## config.mk

```make
export PLATFORM = sky130hd
export DESIGN_NAME = vga_vtiming_flat
export DESIGN_NICKNAME = d
export VERILOG_FILES = /design/src/rtl/vga_vtiming_if.sv /design/src/rtl/vga_vtiming.sv /design/src/flat_wrapper.sv
export SDC_FILE = /design/constraint.sdc
export NUM_CORES = 1
export LEC_CHECK = 0
export BUFFER_PORTS_ARGS = -buffer_cell sky130_fd_sc_hd__buf_4
export CORE_MARGIN = 3
export CORE_UTILIZATION = 30
export DETAILED_ROUTE_END_ITERATION = 10
export PLACE_DENSITY = 0.57
export SKIP_CTS_REPAIR_TIMING = 1
export SLEW_MARGIN = 15
export SYNTH_ARGS = -nofsm -noshare
export SYNTH_HDL_FRONTEND = slang
export SYNTH_SLANG_ARGS = --single-unit
```

## constraint.sdc

```tcl
create_clock -name clk -period 2.2 [get_ports clk]
set_clock_uncertainty 0.2 [all_clocks]
set_input_delay 0.22 -clock clk [delete_from_list [all_inputs] [get_ports clk]]
set_output_delay 0.22 -clock clk [all_outputs]
set_load 0.02 [all_outputs]
```

## src/rtl/vga_vtiming_if.sv

```systemverilog
// Signal bundle between the horizontal timing stage and the vertical timing
// generator: hsync in, vertical timing and sync-health status out.
interface vga_vtiming_if;
   logic        hsync;        // active-high horizontal sync, synchronous to clk
   logic        vsync;        // active-high vertical sync
   logic [15:0] vcount;       // current line number
   logic        v_visible;    // current line is in the visible region
   logic        frame_start;  // one-clk pulse when a new frame begins
   logic        sync_lost;    // no valid hsync cadence present

   // Horizontal stage side: drives hsync, observes vertical timing
   modport master (
      output hsync,
      input  vsync,
      input  vcount,
      input  v_visible,
      input  frame_start,
      input  sync_lost
   );

   // Vertical timing generator side
   modport slave (
      input  hsync,
      output vsync,
      output vcount,
      output v_visible,
      output frame_start,
      output sync_lost
   );
endinterface

```

## src/rtl/vga_vtiming.sv

```systemverilog
// Vertical timing generator: counts lines from hsync rising edges, decodes
// vsync / visible region, flags frame starts and detects loss of hsync cadence.
module vga_vtiming #(
   parameter logic [15:0] V_VISIBLE_END     = 16'd599,
   parameter logic [15:0] V_FRONT_PORCH_END = 16'd600,
   parameter logic [15:0] V_SYNC_PULSE_END  = 16'd604,
   parameter logic [15:0] V_BACK_PORCH_END  = 16'd627,
   parameter logic [15:0] LINE_TIMEOUT      = 16'd8191
) (
   input  logic         clk,
   input  logic         rst,
   vga_vtiming_if.slave tmg
);

   localparam int unsigned CW = 16;

   logic          hsync_q;
   logic          line_edge_c;

   logic [CW-1:0] tmo_q,       tmo_d;
   logic [CW-1:0] vcount_q,    vcount_d;
   logic          vsync_q,     vsync_d;
   logic          v_visible_q, v_visible_d;
   logic          frame_start_q, frame_start_d;
   logic          sync_lost_q, sync_lost_d;

   logic [CW-1:0] tmo_inc_c;
   logic [CW-1:0] vcount_inc_c;
   logic          wrap_c;

   // Line edge: hsync newly high this clk; hsync_q resets high so a level
   // already present at reset release is not mistaken for an edge
   assign line_edge_c = tmg.hsync & ~hsync_q;

   // Saturating timeout increment and wrapping line increment
   always_comb begin
      tmo_inc_c    = (tmo_q >= LINE_TIMEOUT) ? LINE_TIMEOUT : CW'(tmo_q + CW'(1));
      wrap_c       = (vcount_q >= V_BACK_PORCH_END);
      vcount_inc_c = wrap_c ? '0 : CW'(vcount_q + CW'(1));
   end

   // Next-state: a line edge advances or resynchronises, otherwise the
   // timeout runs and forces the lost-sync state when it expires
   always_comb begin
      tmo_d         = tmo_q;
      vcount_d      = vcount_q;
      vsync_d       = vsync_q;
      v_visible_d   = v_visible_q;
      frame_start_d = 1'b0;
      sync_lost_d   = sync_lost_q;

      if (line_edge_c) begin
         tmo_d = '0;
         if (sync_lost_q) begin
            // First edge after loss restarts the frame without a frame pulse
            vcount_d    = '0;
            sync_lost_d = 1'b0;
         end else begin
            vcount_d      = vcount_inc_c;
            frame_start_d = wrap_c;
         end
         vsync_d     = (vcount_d > V_FRONT_PORCH_END) && (vcount_d <= V_SYNC_PULSE_END);
         v_visible_d = (vcount_d <= V_VISIBLE_END);
      end else begin
         tmo_d = tmo_inc_c;
         if (tmo_inc_c == LINE_TIMEOUT) begin
            // Re-applied every clk while saturated, which keeps outputs parked
            sync_lost_d = 1'b1;
            vcount_d    = '0;
            vsync_d     = 1'b0;
            v_visible_d = 1'b0;
         end
      end
   end

   // State and output registers with asynchronous reset
   always_ff @(posedge clk or posedge rst) begin
      if (rst) begin
         hsync_q       <= 1'b1;
         tmo_q         <= '0;
         vcount_q      <= '0;
         vsync_q       <= 1'b0;
         v_visible_q   <= 1'b0;
         frame_start_q <= 1'b0;
         sync_lost_q   <= 1'b1;
      end else begin
         hsync_q       <= tmg.hsync;
         tmo_q         <= tmo_d;
         vcount_q      <= vcount_d;
         vsync_q       <= vsync_d;
         v_visible_q   <= v_visible_d;
         frame_start_q <= frame_start_d;
         sync_lost_q   <= sync_lost_d;
      end
   end

   assign tmg.vcount      = vcount_q;
   assign tmg.vsync       = vsync_q;
   assign tmg.v_visible   = v_visible_q;
   assign tmg.frame_start = frame_start_q;
   assign tmg.sync_lost   = sync_lost_q;

endmodule
```

## src/flat_wrapper.sv

```systemverilog
// flat-port wrapper written by rule: the top's interface ports become plain ports
module vga_vtiming_flat 
#(
   parameter logic [15:0] V_VISIBLE_END     = 16'd599,
   parameter logic [15:0] V_FRONT_PORCH_END = 16'd600,
   parameter logic [15:0] V_SYNC_PULSE_END  = 16'd604,
   parameter logic [15:0] V_BACK_PORCH_END  = 16'd627,
   parameter logic [15:0] LINE_TIMEOUT      = 16'd8191
)
  (clk, rst, tmg_hsync, tmg_vsync, tmg_vcount, tmg_v_visible, tmg_frame_start, tmg_sync_lost);
  vga_vtiming_if tmg_i ();
  input  logic clk;
  input  logic rst;
  input wire logic [$bits(tmg_i.hsync)-1:0] tmg_hsync;
  output wire logic [$bits(tmg_i.vsync)-1:0] tmg_vsync;
  output wire logic [$bits(tmg_i.vcount)-1:0] tmg_vcount;
  output wire logic [$bits(tmg_i.v_visible)-1:0] tmg_v_visible;
  output wire logic [$bits(tmg_i.frame_start)-1:0] tmg_frame_start;
  output wire logic [$bits(tmg_i.sync_lost)-1:0] tmg_sync_lost;
  assign tmg_i.hsync = tmg_hsync;
  assign tmg_vsync = tmg_i.vsync;
  assign tmg_vcount = tmg_i.vcount;
  assign tmg_v_visible = tmg_i.v_visible;
  assign tmg_frame_start = tmg_i.frame_start;
  assign tmg_sync_lost = tmg_i.sync_lost;
  vga_vtiming #(.V_VISIBLE_END(V_VISIBLE_END), .V_FRONT_PORCH_END(V_FRONT_PORCH_END), .V_SYNC_PULSE_END(V_SYNC_PULSE_END), .V_BACK_PORCH_END(V_BACK_PORCH_END), .LINE_TIMEOUT(LINE_TIMEOUT)) u_core (.clk(clk), .rst(rst), .tmg(tmg_i));
endmodule
```

==> out/qor.yml <==
clock_network:
  path_clk_slew_ns: 0.07
  cts.htree.levels: 2
  ctsRootBufferMaster: "clkbuf_8"
  clkLatencyLatePin_ns: 0.29
  numCtsBuffers: 5
  cts.sinks: 37
  clockBufferDepth: 2
  tritoncts: "built"
critical_path:
  rr_worst_depth: 4
  crit_type: "reg -> reg"
  worstPathArrival_ns: 2.28
  start_kind: "flip-flop"
  r2r-end: "u_core.tmg.vsync$_DFFE_PP0P_"
  end_kind: "flip-flop"
  r2r_start: "u_core.tmg.vcount[15]$_DFFE_PP0P_"
  crit_fanout: 5
  critPathRequiredTime_ns: 2.17
  reg2reg_slack_ns: -0.11
detailed_routing:
  wl_met3_um: 187
  antenna_left: 0
  vias_per_cell: 4.99
  drt-met1-wl_mm: 2.88
  routed-via-count: 1951
  dr.max_layer_used: "met4"
  drtIter0Drc: 118
  route.detailed.drc: 0
  drtPass1Iterations: 4
  wl_per_cell_um: 14.0
  drt-total-wl_mm: 5.49
  route.met2.wl_mm: 2.37
synth:
  yosys.area.top_type: "dfrtp_1"
  ys_seq_elements: 37
  synth_top_cell_area_share_pct: 40.5
  async_reset_ff_share_pct: 100
  yosysMostFrequentCell: "dfrtp_1"
  synth-seq-area-share_pct: 42.9
  syn_inst: 229
  yosys_warnings: 0
  synth.cell_area_sq_um: 2160
  dominantRegCellSynth: "dfrtp_1"
  syn_avg_cell_area_sq_um: 9.45
  synth_area_leaders: "dfrtp_1 40%, nand2_1 4.5%, a21oi_1 3.5%, and2_1 2.9%, dfstp_2 2.4%"
  synth-edff-count: 0
  synth_common_cells: "35 x dfrtp_1, 26 x nand2_1, 15 x a21oi_1, 10 x and2_1, 10 x nor2_1"
  synth.distinct_cells: 60
die:
  fp.dieH_um: 90.9
  die_area_sq_um: 8270
  pin_count: 23
  core-area_sq_um: 6910
  fp.dieW_um: 90.9
  rows: 30
  initial_core_util_pct: 31.3
power_and_ir_drop:
  power_density_nw_per_um2: 523
  max-vdd-ir-drop_uv: 259
  switching_power_uw: 415
  swShare_pct: 27.0
  p_leak_uw: 0.00130
  p_comb_share_pct: 18.5
  power_frac_clock_pct: 33.9
  internal_power_uw: 1120
  pwr-share-seq_pct: 47.6
job:
  maxCapViolCount: 0
outcome:
  status: "finished with violations"
  violations: "setup timing"
timing:
  rsz0062_at_grt: "yes"
  tightest_slew_ns: 1.05
  fin_crit_sh_pct: 105
  slew-limit-headroom_pct: 29.9
  setup-violations-final: 6
  hold_viol_final: 0
  maxSlewViolCount: 0
  timing.final.crit_period_ns: 2.31
  worst_slack_ns: -0.107
  fmax_mhz: 434
  holdWs_ns: 0.336
min_path:
  hold-path-endpoint: "u_core.tmg.v_visible$_DFFE_PP0P_"
  hold_path_class: "reg -> reg"
  hold_depth: 1
  min_from: "u_core.tmg.v_visible$_DFFE_PP0P_"
grt:
  grt_pass1_vias: 1812
  grt_max_degree: 38
  antenna_found_initial: 0
  grt_pass1_wl_mm: 9.09
  gr-total-overflow: 0
  track_usage_pct: 13.3
place:
  io_buffers: 22
  hpwlAfterDp_mm: 3.99
  detailedPlace.worstSlack_ns: -0.109
  place_congestion: 0.811
final_layout:
  drive_above_1_share_pct: 35.6
  areaGrowthSynthToFinish_pct: 36.0
  antennaDiodeCount: 0
  nets: 299
==> logic make-up (layout without fill, tap and decap cells) <==
kind of cell,Yosys count,count (layout),share of synthesized area [%]
simple gates,104,104,28.3
compound gates,57,57,19.1
flops,37,37,42.9
buf+inv,18,83,4.28
xor+xnor,9,9,3.64
fa+ha+maj,2,2,1.16
other cells,1,2,0.173
mux,1,1,0.520
==> per-layer routing <==
metal	vias up	global-route usage (%)
li1	965	-
met1	938	20.5
met4	0	3.02
met3	5	2.73
met5	-	0
met2	43	18.9
==> worst max path at each step <==
| stage | cells after the start | slack, ns | from | to |
|---|---|---|---|---|
| 6_report | 4 | -0.11 | u_core.tmg.vcount[15]$_DFFE_PP0P_ | u_core.tmg.vsync$_DFFE_PP0P_ |
| 5_1_grt | 4 | -0.17 | u_core.tmg.vcount[15]$_DFFE_PP0P_ | u_core.tmg.vsync$_DFFE_PP0P_ |
| 4_1_cts | 5 | -0.14 | u_core.tmg.vcount[12]$_DFFE_PP0P_ | u_core.tmg.v_visible$_DFFE_PP0P_ |
| 3_5_place_dp | 5 | -0.11 | u_core.tmg.vcount[12]$_DFFE_PP0P_ | u_core.tmg.v_visible$_DFFE_PP0P_ |
| 3_3_place_gp | 5 | -0.06 | u_core.tmg.vcount[12]$_DFFE_PP0P_ | u_core.tmg.v_visible$_DFFE_PP0P_ |
| 2_1_floorplan | 9 | -0.16 | u_core.tmg.vcount[1]$_DFFE_PP0P_ | u_core.tmg.vsync$_DFFE_PP0P_ |
==> flip-flops by register name (all words and copies together) (netlist names) <==
name / flops
u_core.hsync_q: 1
u_core.tmg.frame_start: 1
u_core.tmg.sync_lost: 1
u_core.tmg.v_visible: 1
u_core.tmg.vcount: 16
u_core.tmg.vsync: 1
u_core.tmo_q: 16
==> metrics by stage <==
stage	power (uW)	TNS (ns)	instance area [sq um]	utilization (%)	instances
3_3_place_gp	1000	-0.171	2730	39.5	378
6_report	1540	-0.273	2940	42.6	391
3_5_place_dp	1000	-0.400	2730	39.5	378
4_1_cts	1540	-0.552	2830	41.0	386
2_1_floorplan	909	-0.224	2180	-	230
5_1_grt	1620	-1.28	2940	42.6	391
==> power by group through the flow <==
| stage | Sequential (uW) | Clock (uW) | Combinational, uW |
|---|---|---|---|
| floorplan | 749 | 0 | 160 |
| global placement | 743 | 0 | 260 |
| detailed placement | 744 | 0 | 260 |
| CTS | 731 | 547 | 262 |
| global route | 736 | 573 | 314 |
| finish | 733 | 522 | 284 |
==> critical path, cell delays in order, from the launching register on <==
cell and delay [ns]:
dfrtp_1 0.39, or4_4 0.55, a2111oi_4 0.42, or4b_1 0.46, a22o_1 0.18
==> cell type report <==
type | instances | area, sq um
fillers | 701 | 3960
multi-input cells | 175 | 1220
flip-flops and latches | 37 | 931
repair buffers | 72 | 558
well taps | 96 | 120
clock buffers | 7 | 96.3
inverters | 3 | 11.3
clock inverters | 1 | 5.00
==> cell usage in the layout (no fill, tap or decap), drive strengths merged, types with 4 or more instances in the layout <==
cell type  synthesis  final
buf                8     70
dfrtp             35     35
nand2             26     26
a21oi             16     16
and2              11     11
nor2              10     10
nand3              9      9
o21ai              8      8
clkbuf             7      7
nor3               7      7
and3               7      7
xor2               6      6
nand4              5      5
nand2b             5      5
and4               5      5
a21o               4      4
Note: power is estimated with default switching activity, not from simulation.
